==> config.mk <==
export PLATFORM = sky130hd
export DESIGN_NAME = jk_seq_driver_flat
export DESIGN_NICKNAME = d
export VERILOG_FILES = /design/src/rtl/jk_pkg.sv /design/src/rtl/jk_seq_driver_if.sv /design/src/rtl/jkff_cell.sv /design/src/rtl/jk_seq_driver.sv /design/src/flat_wrapper.sv
export SDC_FILE = /design/constraint.sdc
export NUM_CORES = 1
export LEC_CHECK = 0
export BUFFER_PORTS_ARGS = -buffer_cell sky130_fd_sc_hd__buf_2
export CORE_MARGIN = 5
export CORE_UTILIZATION = 55
export DETAILED_ROUTE_END_ITERATION = 7
export PLACE_DENSITY = 0.92
export SLEW_MARGIN = 20
export SYNTH_ARGS = -nofsm -noshare
export SYNTH_HDL_FRONTEND = slang
export SYNTH_SLANG_ARGS = --single-unit
==> constraint.sdc <==
create_clock -name clk -period 8 [get_ports clk]
set_input_delay 0.8 -clock clk [delete_from_list [all_inputs] [get_ports clk]]
set_output_delay 0.8 -clock clk [all_outputs]
set_load 0.01 [all_outputs]
==> src/rtl/jk_pkg.sv <==
// Shared types and constants for the JK sequence driver: FSM states,
// {J,K} excitation codes and default sizes.
package jk_pkg;

  typedef enum logic [1:0] {
    IDLE  = 2'd0,
    DRIVE = 2'd1,
    CHECK = 2'd2
  } state_t;

  // Excitation codes are packed as {J,K}
  localparam logic [1:0] HOLD = 2'b00;
  localparam logic [1:0] CLR  = 2'b01;
  localparam logic [1:0] SETB = 2'b10;
  localparam logic [1:0] TOG  = 2'b11;

  localparam int DEF_WIDTH = 4;
  localparam int DEF_CNT_W = 8;

endpackage

==> src/rtl/jk_seq_driver_if.sv <==
// Target handshake bundle: valid/ready, requested bank state and excitation mode.
interface jk_seq_driver_if
  import jk_pkg::*;
#(
  parameter int WIDTH = DEF_WIDTH
) ();

  logic             tgt_valid;
  logic             tgt_ready;
  logic [WIDTH-1:0] tgt_data;
  logic             mode;

  modport master (output tgt_valid, output tgt_data, output mode, input tgt_ready);
  modport slave  (input tgt_valid, input tgt_data, input mode, output tgt_ready);

endinterface

==> src/rtl/jkff_cell.sv <==
// Single JK flip-flop with asynchronous clear and synchronous preset.
module jkff_cell
  import jk_pkg::*;
(
  input  logic clk,
  input  logic rst,
  input  logic set,
  input  logic j,
  input  logic k,
  output logic q,
  output logic qbar
);

  // Reset beats preset, preset beats the J/K excitation
  always_ff @(posedge clk or posedge rst) begin
    if (rst) begin
      q <= 1'b0;
    end else if (set) begin
      q <= 1'b1;
    end else begin
      case ({j, k})
        CLR:     q <= 1'b0;
        SETB:    q <= 1'b1;
        TOG:     q <= ~q;
        default: q <= q;
      endcase
    end
  end

  assign qbar = ~q;

endmodule

==> src/rtl/jk_seq_driver.sv <==
// Accepts a target bank state, excites a bank of JK cells toward it for one
// cycle, then reports completion, mismatch and a saturating transition count.
module jk_seq_driver
  import jk_pkg::*;
#(
  parameter int WIDTH = DEF_WIDTH,
  parameter int CNT_W = DEF_CNT_W
) (
  input  logic             clk,
  input  logic             rst,
  jk_seq_driver_if.slave   tgt,
  input  logic             set,
  output logic [WIDTH-1:0] j,
  output logic [WIDTH-1:0] k,
  output logic [WIDTH-1:0] q,
  output logic             done,
  output logic             mismatch,
  output logic [CNT_W-1:0] trans_cnt
);

  localparam int PW = $clog2(WIDTH + 1);
  localparam int SW = ((CNT_W > PW) ? CNT_W : PW) + 1;
  localparam logic [CNT_W-1:0] CNT_MAX = {CNT_W{1'b1}};

  state_t           state_reg, state_next;
  logic [WIDTH-1:0] tgt_reg;
  logic             mode_reg;
  logic [CNT_W-1:0] cnt_reg, cnt_next;
  logic [WIDTH-1:0] diff;
  logic [WIDTH-1:0] qbar;
  logic [PW-1:0]    pop;
  logic [SW-1:0]    sum;
  logic             accept;
  logic             drive;

  assign accept = tgt.tgt_valid && (state_reg == IDLE);
  assign drive  = (state_reg == DRIVE);
  assign diff   = q ^ tgt_reg;

  always_ff @(posedge clk or posedge rst) begin
    if (rst) begin
      state_reg <= IDLE;
      tgt_reg   <= '0;
      mode_reg  <= 1'b0;
      cnt_reg   <= '0;
    end else begin
      state_reg <= state_next;
      cnt_reg   <= cnt_next;
      if (accept) begin
        tgt_reg  <= tgt.tgt_data;
        mode_reg <= tgt.mode;
      end
    end
  end

  always_comb begin
    state_next    = state_reg;
    tgt.tgt_ready = 1'b0;
    done          = 1'b0;
    mismatch      = 1'b0;
    case (state_reg)
      IDLE: begin
        tgt.tgt_ready = 1'b1;
        if (tgt.tgt_valid) state_next = DRIVE;
      end
      DRIVE: state_next = CHECK;
      CHECK: begin
        done       = 1'b1;
        mismatch   = (q != tgt_reg);
        state_next = IDLE;
      end
      default: state_next = IDLE;
    endcase
  end

  // Bits that flip on the DRIVE->CHECK edge, measured before the bank moves
  always_comb begin
    pop = '0;
    for (int i = 0; i < WIDTH; i++) begin
      pop = pop + PW'(diff[i]);
    end
    sum      = SW'(cnt_reg) + SW'(pop);
    cnt_next = cnt_reg;
    if (drive) begin
      cnt_next = (sum > SW'(CNT_MAX)) ? CNT_MAX : sum[CNT_W-1:0];
    end
  end

  assign trans_cnt = cnt_reg;

  generate
    for (genvar gi = 0; gi < WIDTH; gi++) begin : g_bank
      // Mode 1 toggles differing bits; mode 0 sets or clears them explicitly
      assign j[gi] = drive && (mode_reg ? diff[gi] : (~q[gi] &  tgt_reg[gi]));
      assign k[gi] = drive && (mode_reg ? diff[gi] : ( q[gi] & ~tgt_reg[gi]));

      jkff_cell u_cell (
        .clk  (clk),
        .rst  (rst),
        .set  (set),
        .j    (j[gi]),
        .k    (k[gi]),
        .q    (q[gi]),
        .qbar (qbar[gi])
      );
    end
  endgenerate

endmodule

==> src/flat_wrapper.sv <==
// flat-port wrapper written by rule: the top's interface ports become plain ports
module jk_seq_driver_flat import jk_pkg::*;
#(
  parameter int WIDTH = DEF_WIDTH,
  parameter int CNT_W = DEF_CNT_W
)
  (clk, rst, set, j, k, q, done, mismatch, trans_cnt, tgt_tgt_valid, tgt_tgt_data, tgt_mode, tgt_tgt_ready);
  jk_seq_driver_if #(.WIDTH(WIDTH)) tgt_i ();
  input  logic clk;
  input  logic rst;
  input  logic set;
  output logic [WIDTH-1:0] j;
  output logic [WIDTH-1:0] k;
  output logic [WIDTH-1:0] q;
  output logic done;
  output logic mismatch;
  output logic [CNT_W-1:0] trans_cnt;
  input wire logic [$bits(tgt_i.tgt_valid)-1:0] tgt_tgt_valid;
  input wire logic [$bits(tgt_i.tgt_data)-1:0] tgt_tgt_data;
  input wire logic [$bits(tgt_i.mode)-1:0] tgt_mode;
  output wire logic [$bits(tgt_i.tgt_ready)-1:0] tgt_tgt_ready;
  assign tgt_i.tgt_valid = tgt_tgt_valid;
  assign tgt_i.tgt_data = tgt_tgt_data;
  assign tgt_i.mode = tgt_mode;
  assign tgt_tgt_ready = tgt_i.tgt_ready;
  jk_seq_driver #(.WIDTH(WIDTH), .CNT_W(CNT_W)) u_core (.clk(clk), .rst(rst), .tgt(tgt_i), .set(set), .j(j), .k(k), .q(q), .done(done), .mismatch(mismatch), .trans_cnt(trans_cnt));
endmodule
Yosys cells after proc, flatten, opt, wreduce, memory -nomap -nowiden

Cells that the tools add are included.
W data, S select, Z words.

$add $sub $neg: 4
Order comparisons: 1
Equality and inequality tests: 16
Muxes and demuxes: 22
Bitwise operators: 17
Reductions and logical operators: 14

Operators with widths:

| operator             | number |
|---|---|
| $eq A2 B2 Y1 const B | 9 |
| $reduce_bool A4 Y1   | 4 |
| $mux W1              | 15 |
| $pmux W1 S3          | 4 |
| $eq A2 B1 Y1 const B | 5 |
| $add A8 B3 Y9        | 1 |
| $gt A9 B8 Y1 const B | 1 |
| $logic_and A1 B1 Y1  | 9 |
| $and A1 B1 Y1        | 8 |
| $mux W8              | 1 |
| $not A1 Y1           | 8 |
| $add A3 B1 Y3        | 2 |
| $ne A4 B4 Y1         | 1 |
| $pmux W2 S2          | 1 |
| $xor A4 B4 Y4        | 1 |
| $add A1 B1 Y2        | 1 |
| $logic_not A2 Y1     | 1 |
| $mux W2              | 1 |
| $ne A2 B2 Y1 const B | 1 |

Register bits after elaboration: 19
Input bits: 9
Word-level logic and storage cells: 82

Logic depth before layout (Yosys ltp)

Gate-level depths: netlist of the first run.

Depth in word-level cells: 7
Gate-level depth with buffers: 13

Modules after synthesis

Synthesis of the first run repeated with hierarchy kept, for this count alone.

Cells, all modules: 124
Area, all modules: 1231.2 um2

Modules (own cells, without submodules):

| module        | instances | cells an instance | area an instance (um2) |
|---|---|---|---|
| jk_seq_driver | 1         | 104               | 1011.0 |
| jkff_cell     | 4         | 5                 | 55.1 |

Worst setup path after synthesis of the first run

No wires, ideal clock.

Path type: register to register
Start: reg u_core.g_bank[0].u_cell.q
End: reg u_core.cnt_reg[6] (netlist: u_core.trans_cnt[6])
Setup time: 128 ps
Arrival: 2888 ps
Slack: 4985 ps
Stages on the path, launching flop included: 14
Buffers on the path: 0
Period minus slack after synthesis: 3015 ps
Cells stage by stage: dfrtp_1 inv_1 ha_1 ha_1 inv_1 fa_1 inv_1 ha_1 inv_1 fa_1 nand2b_1 a21oi_2 nand3_1 mux2_1

Cells in the longest elaborated chain, start to end: 7

Ends and longest elaborated chain:

| item                            | line                | source |
|---|---|---|
| from (decl)                     | jkff_cell.sv:10     | `output logic q,` |
| from (signal assigned)          | jkff_cell.sv:24     | `TOG: q <= ~q;` |
| from (signal assigned)          | jkff_cell.sv:25     | `default: q <= q;` |
| $xor A4 B4 Y4 (*)               | jk_seq_driver.sv:38 | `assign diff = q ^ tgt_reg;` |
| $add A1 B1 Y2 (*)               | jk_seq_driver.sv:80 | `pop = pop + PW'(diff[i]);` |
| $add A3 B1 Y3 (*) (2 in series) | jk_seq_driver.sv:80 |  |
| $add A8 B3 Y9 (*)               | jk_seq_driver.sv:82 | `sum = SW'(cnt_reg) + SW'(pop);` |
| $gt A9 B8 Y1                    | jk_seq_driver.sv:85 | `cnt_next = (sum > SW'(CNT_MAX)) ? CNT_MAX : sum[CNT_W-1:0];` |
| $mux W8 (*)                     | jk_seq_driver.sv:85 |  |
| to (signal assigned)            | jk_seq_driver.sv:48 | `cnt_reg <= cnt_next;` |
| to (decl)                       | jk_seq_driver.sv:28 | `logic [CNT_W-1:0] cnt_reg, cnt_next;` |

Mark *: on every way between the ends. The rest lies on a longest branch, timed or not.
A chain may end at the register's enable or synchronous reset.

Worst setup path after layout of the first run

Same ends and word-level chain as after synthesis.

==> impl_metrics.csv, run 1 <==
group,metric,value,unit
outcome,outcome,"complete, no violations",
floorplanning,start_util,0.562,
finish,diodes,0,
setup_path,path_cells,"inv_1 -> ha_1 -> ha_1 -> inv_1 -> fa_1 -> inv_1 -> ha_1 -> inv_1 -> fa_1 -> nand2b_1 -> a21oi_2 -> nand3_1 -> mux2_1",
routing,routedWlPerCell,13.7,um
floorplanning,die-width,59.6,um
placement,dp_hpwl,2170,um
global_routing,overflow,0,
timing,fmax,312,MHz
finish,fillers,222,
setup_path,crit_buf_inv,4,
floorplanning,ios,32,
finish,syn_to_final_growth,7.48,%
pwr,power.density,341,mW/mm^2
setup_path,endpoint_kind,"flip-flop",
global_routing,grt_first_pass_wirelength,4470,um
global_routing,grt_usage,0.168,
pwr,p_leak,0.755,nW
timing,post-route-period-util,0.401,
setup_path,r2r-start,"u_core.g_bank[0].u_cell.q",
clock_network,clkSinkCount,19,
clock_network,cts_setup_buffers,0,
clock_network,htreeDepth,1,
clock_network,cts_hold_buf,0,
finish,seq_area,475,um^2
synthesis,yosysTopAreaCell,"dfrtp_1",
setup_path,cp.depth,13,
finish,nets,189,
synthesis,syn-cell-area,0.00136,mm^2
floorplanning,core_area,0.00241,mm^2
pwr,ir_worst_vdd,0.229,mV
timing,slew-limit-headroom,0.512,
floorplanning,row_count,18,
clock_network,cts_tree,"yes",
setup_path,path_class,"reg2reg",
finish,largest_reg_flops,8,
clock_network,root_buffer,"clkbuf_4",
clock_network,clk_pin_slew,0.11,ns
timing,rsz0062_at_grt,"false",
synthesis,syn-num-nets,168,
routing,antenna_left,0,
setup_path,cp_max_fo,5,
placement,placed_cell_area,0.00143,mm^2
synthesis,synth-seq-cells,19,
setup_path,crit_top_cell,"inv_1",
setup_path,reg2reg_slack,4.79,ns
finish,drive_above_1_share,0.264,
clock_network,clock_latency,0.29,ns
floorplanning,die_y,59.6,um
routing,drtPass1Iterations,4,
timing,skew,0.00128,ns
clock_network,cts.path.max_buffers,2,
timing,min_period,3.21,ns
timing,tightest_slew,0.731,ns
timing,fin_tns_setup,0,ns
hold_path,min_to,"u_core.trans_cnt[4]",
routing,via_per_inst,5.18,
setup_path,arrival,3.40,ns
finish,final_area,0.00146,mm^2
synthesis,yosysTopAreaCellShare,0.351,
setup_path,slowest_stage,"fa_1",
synthesis,ys_seq_area_frac,0.351,
synthesis,yosysUniqueCellTypes,30,
global_routing,grt_max_degree,20,
timing,hold_viol,0,
setup_path,slowest_delay,0.41,ns
clock_network,post_cts_resized,0,
setup_path,startpoint_type,"flip-flop",
setup_path,timing.rr.end,"u_core.trans_cnt[6]",
clock_network,cts_buffers,3,
placement,io_buffer_count,31,
routing,route.detailed.drc,0,
setup_path,cp_top_family,"adder cells",
setup_path,crit_required,8.19,ns
routing,routed_wl,2650,um
routing,drtIter0Drc,38,
routing,num_vias,1000,
hold_path,hold_class,"reg2reg",
timing,final_max_slew_viol_count,0,
synthesis,postSynthAreaPerCell,9.48,um^2
finish,postLayoutCoreUtil,0.604,
finish,multiInputGateArea,687,um^2
floorplanning,die-area,0.00356,mm^2
global_routing,grt_pass1_vias,1025,
hold_path,worstHoldPathCells,1,
synthesis,ys_top_cells_by_area,"dfrtp_1, ha_1, buf_4",
run,max-cap-violations,0,
timing,finalSetupViolations,0,
hold_path,min-delay-start,"u_core.trans_cnt[3]",
placement,place_congestion,0.834,
synthesis,yosysWarningCount,0,
global_routing,antenna_found_initial,0,
synthesis,syn-instance-count,143,
setup_path,r2r_cells,13,
how the worst max path moves through the flow:
stage	start	endpoint	slack, ns
after floorplan	u_core.g_bank[0].u_cell.q	u_core.trans_cnt[6]	4.98
after global placement	u_core.g_bank[0].u_cell.q	u_core.trans_cnt[6]	4.90
after detailed placement	u_core.g_bank[0].u_cell.q	u_core.trans_cnt[6]	4.78
after CTS	u_core.g_bank[0].u_cell.q	u_core.trans_cnt[6]	4.76
after global routing	u_core.g_bank[0].u_cell.q	u_core.trans_cnt[6]	4.60
final	u_core.g_bank[0].u_cell.q	u_core.trans_cnt[6]	4.79
through the flow:
stage	hold slack (ns)	setup WS [ns]	total power, W	cells
5_1_grt	0.609	4.60	0.000542	193
4_1_cts	0.582	4.76	0.000502	193
2_1_floorplan	0.537	4.98	0.000379	143
6_report	0.579	4.79	0.000496	193
3_3_place_gp	0.535	4.90	0.000426	189
3_5_place_dp	0.564	4.78	0.000452	189
power by group:
| group | total [W] | switching [W] | internal, W | leakage [nW] |
|---|---|---|---|---|
| registers | 0.000157 | 0.0000323 | 0.000125 | 0.221 |
| logic | 0.000290 | 0.000165 | 0.000125 | 0.520 |
| clock network | 0.0000489 | 0.0000295 | 0.0000194 | 0.0150 |
| total | 0.000496 | 0.000227 | 0.000269 | 0.755 |
cell usage in the layout, fill, tap and decap left out, types with 2 or more instances in the layout:
cell type   n
nand3_1     3
mux2_1      2
and2_1      3
ha_1       14
a21oi_1     4
nand2b_1    7
clkbuf_4    3
buf_2      31
o21ai_0     4
nor2_1     15
nand2_1    10
fa_1        2
xnor2_1     2
a211o_1     4
a211oi_2    3
a31oi_1     3
a21oi_2     3
inv_1      20
dfrtp_1    19
worst register-to-register path, stage by stage, from the launching register on:
cell	delay, ns
dfrtp_1	0.39
inv_1	0.08
ha_1	0.32
ha_1	0.30
inv_1	0.08
fa_1	0.41
inv_1	0.07
ha_1	0.15
inv_1	0.06
fa_1	0.40
nand2b_1	0.19
a21oi_2	0.23
nand3_1	0.11
mux2_1	0.32
synth_stat cells:
master / instances
nor3_1: 1
nand2b_4: 1
a211oi_2: 3
a211oi_1: 1
nor2_1: 15
o21ai_0: 4
buf_2: 1
dfrtp_1: 19
nand2_1: 10
and2_1: 3
a21oi_1: 4
and4_1: 1
a31oi_1: 3
nand3_1: 3
nand2b_1: 7
ha_1: 14
mux2_1: 2
xor2_1: 1
mux2i_1: 1
xnor2_1: 2
buf_6: 2
a211o_1: 4
and2b_1: 1
inv_1: 20
a21oi_2: 3
fa_1: 2
nor2b_1: 1
nor4b_2: 1
a211oi_4: 1
buf_4: 12
layer usage:
| layer | part of all wire | wire [um] | vias up | GRT usage |
|---|---|---|---|---|
| met5 | 0 | 0 | - | 0 |
| met4 | 0.0079 | 21 | 0 | 0.0443 |
| met3 | 0.056 | 149 | 2 | 0.0349 |
| met2 | 0.50 | 1330 | 28 | 0.296 |
| met1 | 0.43 | 1150 | 474 | 0.207 |
| li1 | - | - | 496 | - |
cell type report:
| class | count | share of cell area |
|---|---|---|
| clock buffers | 4 | 0.0180 |
| inverters | 20 | 0.0515 |
| flip-flops and latches | 19 | 0.326 |
| multi-input cells | 89 | 0.472 |
| repair buffers | 31 | 0.107 |
| well taps | 30 | 0.0258 |
logic make-up (layout without fill, tap and decap cells):
family | Yosys count | in the layout | share of synthesized area
adders and majority gates | 16 | 16 | 0.159
xor gates and xnor gates | 3 | 3 | 0.0194
muxes | 3 | 3 | 0.0240
buffers and inverters | 35 | 55 | 0.142
AOI/OAI and AO/OA | 23 | 23 | 0.137
DFF | 19 | 19 | 0.351
and+or+nand+nor | 44 | 44 | 0.168
Note: power is estimated with default switching activity, not from simulation.
==> run 2, diff against run 1 <==
--- a/config.mk
+++ b/config.mk
@@ -7,9 +7,9 @@
 export LEC_CHECK = 0
 export BUFFER_PORTS_ARGS = -buffer_cell sky130_fd_sc_hd__buf_2
 export CORE_MARGIN = 5
-export CORE_UTILIZATION = 55
+export CORE_UTILIZATION = 53
 export DETAILED_ROUTE_END_ITERATION = 7
-export PLACE_DENSITY = 0.92
+export PLACE_DENSITY = 0.9
 export SLEW_MARGIN = 20
 export SYNTH_ARGS = -nofsm -noshare
 export SYNTH_HDL_FRONTEND = slang
==> constraint.sdc (replaced) <==
create_clock -name clk -period 3.3 [get_ports clk]
set_input_delay 0.33 -clock clk [delete_from_list [all_inputs] [get_ports clk]]
set_output_delay 0.33 -clock clk [all_outputs]
set_load 0.01 [all_outputs]
==> run 2 against run 1 <==
Against the previous run:
- count of clock-buffer cells in the layout unchanged
- clock power increased by 140%
- largest cell class unchanged
- flip-flop and latch count unchanged
- global-route usage decreased by 0.43 points
- utilization decreased by 0.40 points
- highest routed layer unchanged
- critical endpoint unchanged
- sequential share of layout area decreased by 0.39 points
==> impl_metrics.csv, run 2 (same netlist as run 1, synthesis figures left out) <==
group,metric,value,unit
floorplanning,start_util,0.552,
setup_path,crit_top_cell,"inv_1",
routing,via_per_inst,5.32,
finish,syn_to_final_growth,8.77,%
pwr,combPwrFrac,0.594,
placement,io_buffer_count,31,
finish,diodes,0,
global_routing,grt_usage,0.164,
routing,route.detailed.drc,0,
timing,post-route-period-util,0.941,
pwr,seqPwrFrac,0.310,
routing,routedWlPerCell,14.2,um
clock_network,cts_buffers,3,
clock_network,cts.path.max_buffers,2,
finish,nets,191,
finish,layout_commonest_cell,"buf_2",
placement,placed_cell_area,0.00144,mm^2
global_routing,grt_pass1_vias,1033,
setup_path,crit_required,3.49,ns
clock_network,clk_pin_slew,0.11,ns
finish,largest_reg_flops,8,
setup_path,slowest_stage,"fa_1",
timing,slew-limit-headroom,0.523,
timing,whs,0.124,ns
finish,layout_common_cells,"buf_2, inv_1, dfrtp_1, nor2_1, ha_1",
pwr,p_int,0.000664,W
timing,tightest_slew,0.715,ns
timing,hold_viol,0,
setup_path,endpoint_kind,"flip-flop",
placement,dp_hpwl,2180,um
setup_path,cp_max_fo,3,
floorplanning,die_y,60.6,um
floorplanning,die-width,60.6,um
clock_network,root_buffer,"clkbuf_4",
routing,num_vias,1037,
timing,min_period,3.10,ns
setup_path,arrival,3.29,ns
placement,place_congestion,0.828,
routing,routed_wl,2770,um
timing,skew,0.00705,ns
finish,drive_above_1_share,0.279,
finish,final_area,0.00147,mm^2
setup_path,startpoint_type,"flip-flop",
timing,fmax,322,MHz
routing,antenna_left,0,
clock_network,htreeDepth,1,
floorplanning,row_count,18,
clock_network,clock_latency,0.30,ns
timing,rsz0062_at_grt,"false",
floorplanning,core_area,0.00245,mm^2
floorplanning,ios,32,
run,max-cap-violations,0,
outcome,outcome,"complete, no violations",
floorplanning,die-area,0.00367,mm^2
global_routing,antenna_found_initial,0,
global_routing,grt_max_degree,20,
clock_network,clkSinkCount,19,
pwr,power,0.00123,W
pwr,p_leak,0.764,nW
pwr,ir_worst_vdd,0.526,mV
global_routing,grt_first_pass_wirelength,4540,um
pwr,clkPwrFrac,0.096,
hold_path,hold_class,"in2async",
timing,finalSetupViolations,0,
routing,drtIter0Drc,60,
timing,fin_tns_setup,0,ns
pwr,power.density,838,mW/mm^2
global_routing,overflow,0,
setup_path,path_class,"reg2reg",
timing,final_max_slew_viol_count,0,
routing,drtPass1Iterations,4,
setup_path,r2r_cells,13,
pwr,switching_power,0.000571,W
setup_path,path_cells,"inv_1 -> ha_1 -> ha_1 -> inv_1 -> fa_1 -> inv_1 -> ha_1 -> inv_1 -> fa_2 -> nand2b_1 -> a21oi_2 -> nand3_1 -> mux2_1",
pwr,sw_frac_of_total,0.462,
setup_path,slowest_delay,0.41,ns
clock_network,cts_tree,"yes",
## run 2: changes by cell type in the layout (fill, tap and decap cells not counted), sizes merged
cell | previous run | this run
buf | 31 | 33
## run 2: final timing paths
kind / start / to / slack (ns)
min in group clk: tgt_tgt_data[1] / u_core.tgt_reg[1] / 0.24
hold / removal: rst / u_core.tgt_reg[1] / 0.12
max in group asynchronous: rst / u_core.trans_cnt[6] / 2.72
setup reg to reg: u_core.g_bank[0].u_cell.q / u_core.trans_cnt[6] / 0.20
hold reg to reg: u_core.trans_cnt[3] / u_core.trans_cnt[4] / 0.57
setup / recovery: u_core.g_bank[0].u_cell.q / u_core.trans_cnt[6] / 0.20
## run 2: worst max-delay path: cells and delay by family (launching register included)
| kind | cells | cell delay (ns) |
|---|---|---|
| fa+ha+maj | 5 | 1.56 |
| buf+inv | 4 | 0.29 |
| compound gates | 1 | 0.16 |
| mux | 1 | 0.31 |
| flops | 1 | 0.38 |
| simple gates | 2 | 0.28 |
## run 2: layout make-up
cell class	count	area [um^2]
fillers	214	981
multi-input cells	89	689
well taps	30	37.5
clock buffers	4	26.3
repair buffers	33	170
flip-flops and latches	19	475
inverters	20	75.1
## run 2: power by group through the flow
stage / Clock (W) / Sequential (W) / Combinational, W
finish: 0.000119 / 0.000383 / 0.000733
floorplan: 0 / 0.000381 / 0.000538
detailed placement: 0 / 0.000388 / 0.000720
global route: 0.000133 / 0.000394 / 0.000826
global placement: 0 / 0.000379 / 0.000663
CTS: 0.000121 / 0.000382 / 0.000724
## run 2: metrics by stage
stage	util	instances	worst slack, ns
2_1_floorplan	-	143	0.285
3_3_place_gp	0.586	190	0.290
3_5_place_dp	0.586	190	0.142
4_1_cts	0.596	194	0.111
5_1_grt	0.600	195	0.0518
6_report	0.600	195	0.196
## run 2: repair_timing
action	CTS	global route
setup buffers	0	1
hold buffers	0	0
resized for setup	0	1
setup endpoints to repair	0	1
## run 2: layer usage
layer  GRT usage  routed length [um]  up-vias
met1       0.210                1190      503
met2       0.282                1380       33
met3      0.0234                 157        4
met5           0                   0        -
met4      0.0557                  31        0
li1            -                   -      497
==> run 3, diff against run 2 <==
--- a/config.mk
+++ b/config.mk
@@ -7,10 +7,12 @@
 export LEC_CHECK = 0
 export BUFFER_PORTS_ARGS = -buffer_cell sky130_fd_sc_hd__buf_2
 export CORE_MARGIN = 5
-export CORE_UTILIZATION = 53
+export CORE_UTILIZATION = 54
+export CTS_BUF_LIST = sky130_fd_sc_hd__clkbuf_8
 export DETAILED_ROUTE_END_ITERATION = 7
-export PLACE_DENSITY = 0.9
+export PLACE_DENSITY = 0.92
 export SLEW_MARGIN = 20
 export SYNTH_ARGS = -nofsm -noshare
 export SYNTH_HDL_FRONTEND = slang
+export SYNTH_HIERARCHICAL = 1
 export SYNTH_SLANG_ARGS = --single-unit
==> run 3 against run 2 <==
Against the previous run:
- design area is 1.6% lower
- final cell count is 5.6% lower
- worst setup slack better by 0.15 ns
- wire length is 1.3% lower
- utilization is 6.1 points higher
- count of clock-buffer cells in the layout is 1 lower
- non-clock buffer count is 1 lower
- first-iteration DRC count is 58% lower
- critical path depth is 4 lower
==> impl_metrics.csv, run 3 <==
group,metric,value,unit
outcome,outcome,"complete, no violations",
global_routing,grt_usage,0.178,
timing,min_period,2.96,ns
timing,tightest_slew,0.592,ns
hold_path,min_to,"u_core/tgt_reg[0]",
setup_path,cp_top_family,"adder cells",
finish,fillers,179,
pwr,p_leak,0.837,nW
pwr,clkPwrFrac,0.153,
finish,postLayoutCoreUtil,0.662,
setup_path,path_cells,"inv_1 -> ha_1 -> fa_1 -> inv_1 -> fa_1 -> fa_1 -> and4b_1 -> nand4_1 -> o211ai_1",
routing,route.detailed.drc,0,
global_routing,grt_max_degree,16,
synthesis,ys_top_cells_by_area,"dfrtp_1, ha_1, inv_1",
synthesis,syn-cell-area,0.00123,mm^2
setup_path,crit_top_cell,"fa_1",
floorplanning,core_area,0.00219,mm^2
synthesis,yosysUniqueCellTypes,32,
hold_path,hold_class,"in2reg",
routing,antenna_left,0,
finish,seq_area,475,um^2
global_routing,antenna_found_initial,0,
hold_path,worstHoldPathCells,2,
finish,largest_reg_flops,8,
setup_path,startpoint_type,"flip-flop",
timing,fin_tns_setup,0,ns
synthesis,yosysTopAreaCell,"dfrtp_1",
synthesis,yosysWarningCount,6,
setup_path,cp_max_fo,7,
floorplanning,die-width,57.8,um
timing,rsz0062_at_grt,"false",
timing,whs,0.302,ns
synthesis,synth-seq-cells,19,
floorplanning,die_y,57.8,um
setup_path,r2r-start,"u_core/g_bank[0].u_cell/q",
routing,routedWlPerCell,14.8,um
finish,syn_to_final_growth,17.8,%
pwr,combPwrFrac,0.485,
setup_path,arrival,3.08,ns
synthesis,yosys-top-cells-count,"inv_1, dfrtp_1, a21oi_1, ha_1, nand2_1",
routing,routed_wl,2730,um
clock_network,clkSinkCount,19,
routing,drtIter0Drc,25,
finish,nets,178,
finish,multiInputGateArea,636,um^2
clock_network,cts.path.max_buffers,2,
routing,via_per_inst,5.46,
synthesis,synth_most_common_cell,"inv_1",
setup_path,r2r_cells,9,
setup_path,path_class,"reg2reg",
placement,place_congestion,0.792,
finish,drive_above_1_share,0.295,
synthesis,ys_seq_area_frac,0.386,
clock_network,root_buffer,"clkbuf_8",
setup_path,slowest_stage,"fa_1",
timing,post-route-period-util,0.896,
hold_path,min-delay-start,"tgt_tgt_data[0]",
timing,final_max_slew_viol_count,0,
timing,hold_viol,0,
setup_path,slowest_delay,0.51,ns
synthesis,dominantRegCellSynth,"dfrtp_1",
routing,num_vias,1004,
timing,skew,0.00314,ns
setup_path,crit_start,"u_core/g_bank[0].u_cell/q",
global_routing,overflow,0,
timing,fmax,338,MHz
floorplanning,start_util,0.562,
timing,finalSetupViolations,0,
global_routing,grt_first_pass_wirelength,4570,um
pwr,seqPwrFrac,0.362,
global_routing,grt_pass1_vias,1061,
timing,slew-limit-headroom,0.605,
floorplanning,ios,32,
pwr,sw_frac_of_total,0.414,
synthesis,yosysTopAreaCellShare,0.386,
synthesis,async_reset_ff_frac,1.00,
clock_network,cts_tree,"yes",
setup_path,timing.rr.end,"u_core/trans_cnt[0]",
synthesis,syn-num-nets,145,
placement,dp_hpwl,2170,um
pwr,switching_power,0.000424,W
pwr,power.density,707,mW/mm^2
setup_path,crit_required,3.42,ns
synthesis,postSynthAreaPerCell,9.93,um^2
floorplanning,die-area,0.00334,mm^2
clock_network,clock_latency,0.25,ns
floorplanning,row_count,17,
synthesis,syn-instance-count,124,
pwr,ir_worst_vdd,0.498,mV
placement,io_buffer_count,31,
clock_network,htreeDepth,1,
setup_path,endpoint_kind,"flip-flop",
finish,layout_commonest_cell,"buf_2",
synthesis,synth_edf_count,0,
run,max-cap-violations,0,
setup_path,reg2reg_slack,0.34,ns
finish,diodes,0,
pwr,power,0.00102,W
pwr,p_int,0.000601,W
finish,layout_common_cells,"buf_2, inv_1, dfrtp_1, a21oi_1, ha_1",
clock_network,cts_setup_buffers,0,
routing,drtPass1Iterations,4,
clock_network,clk_pin_slew,0.07,ns
setup_path,crit_buf_inv,2,
clock_network,cts_buffers,3,
-- run 3: cell count changes after synthesis, moves of 4 or more --
cell	change
ha_1	-5
nand2b_1	-4
nor2b_4	+4
inv_1	+5
mux2_2	+5
nor2_1	-12
o21a_1	+4
a21oi_1	+5
buf_4	-12
-- run 3: per-stage QoR --
step                instances  worst slack [ns]  instance area [um^2]
floorplan                 124             0.415                  1230
global placement          179             0.464                  1400
detailed placement        179             0.353                  1400
CTS                       184             0.332                  1450
global route              184             0.181                  1450
finish                    184             0.343                  1450
-- run 3: worst reg2reg max path, cell delays in order (launching register included) --
cell	delay (ns)
dfrtp_1	0.42
inv_1	0.06
ha_1	0.35
fa_1	0.51
inv_1	0.05
fa_1	0.43
fa_1	0.45
and4b_1	0.27
nand4_1	0.16
o211ai_1	0.12
-- run 3: cells by family after synthesis --
logic type	after synthesis	synth area share
compound gates	24	0.126
fa+ha+maj	12	0.140
buf+inv	29	0.0976
flops	19	0.386
mux	8	0.0742
simple gates	32	0.176
-- run 3: final cells by class --
cell class                 instances  area share
tap                               28      0.0242
sequential                        19       0.328
clock inverter                     1     0.00259
clock buffer                       3      0.0285
multi-input combinational         76       0.438
inverter                          25      0.0647
timing repair buffer              32       0.114
-- run 3: timing repair --
item,4_1_cts,5_1_grt
gates resized for setup,0,0
hold endpoints to repair,4,0
hold buffers,1,0
-- run 3: layer usage --
metal | wire length [um] | GRT usage | part of all wire
met5 | 0 | 0 | 0
met4 | 85 | 0.116 | 0.031
met3 | 164 | 0.0379 | 0.060
met2 | 1360 | 0.300 | 0.50
met1 | 1120 | 0.203 | 0.41
-- run 3: worst max path at each step --
stage	cells after the start	end	slack, ns
after floorplan	10	u_core/trans_cnt[5]	0.42
after global placement	9	u_core/trans_cnt[5]	0.46
after detailed placement	9	u_core/trans_cnt[0]	0.35
after CTS	9	u_core/trans_cnt[0]	0.33
after global routing	9	u_core/trans_cnt[5]	0.18
final	9	u_core/trans_cnt[0]	0.34
-- run 3: power by group through the flow --
stage | Sequential [W] | Clock, W | Combinational, W
floorplan | 0.000372 | 0 | 0.000342
global placement | 0.000366 | 0 | 0.000468
detailed placement | 0.000375 | 0 | 0.000489
CTS | 0.000370 | 0.000160 | 0.000499
global route | 0.000383 | 0.000176 | 0.000566
finish | 0.000371 | 0.000156 | 0.000497
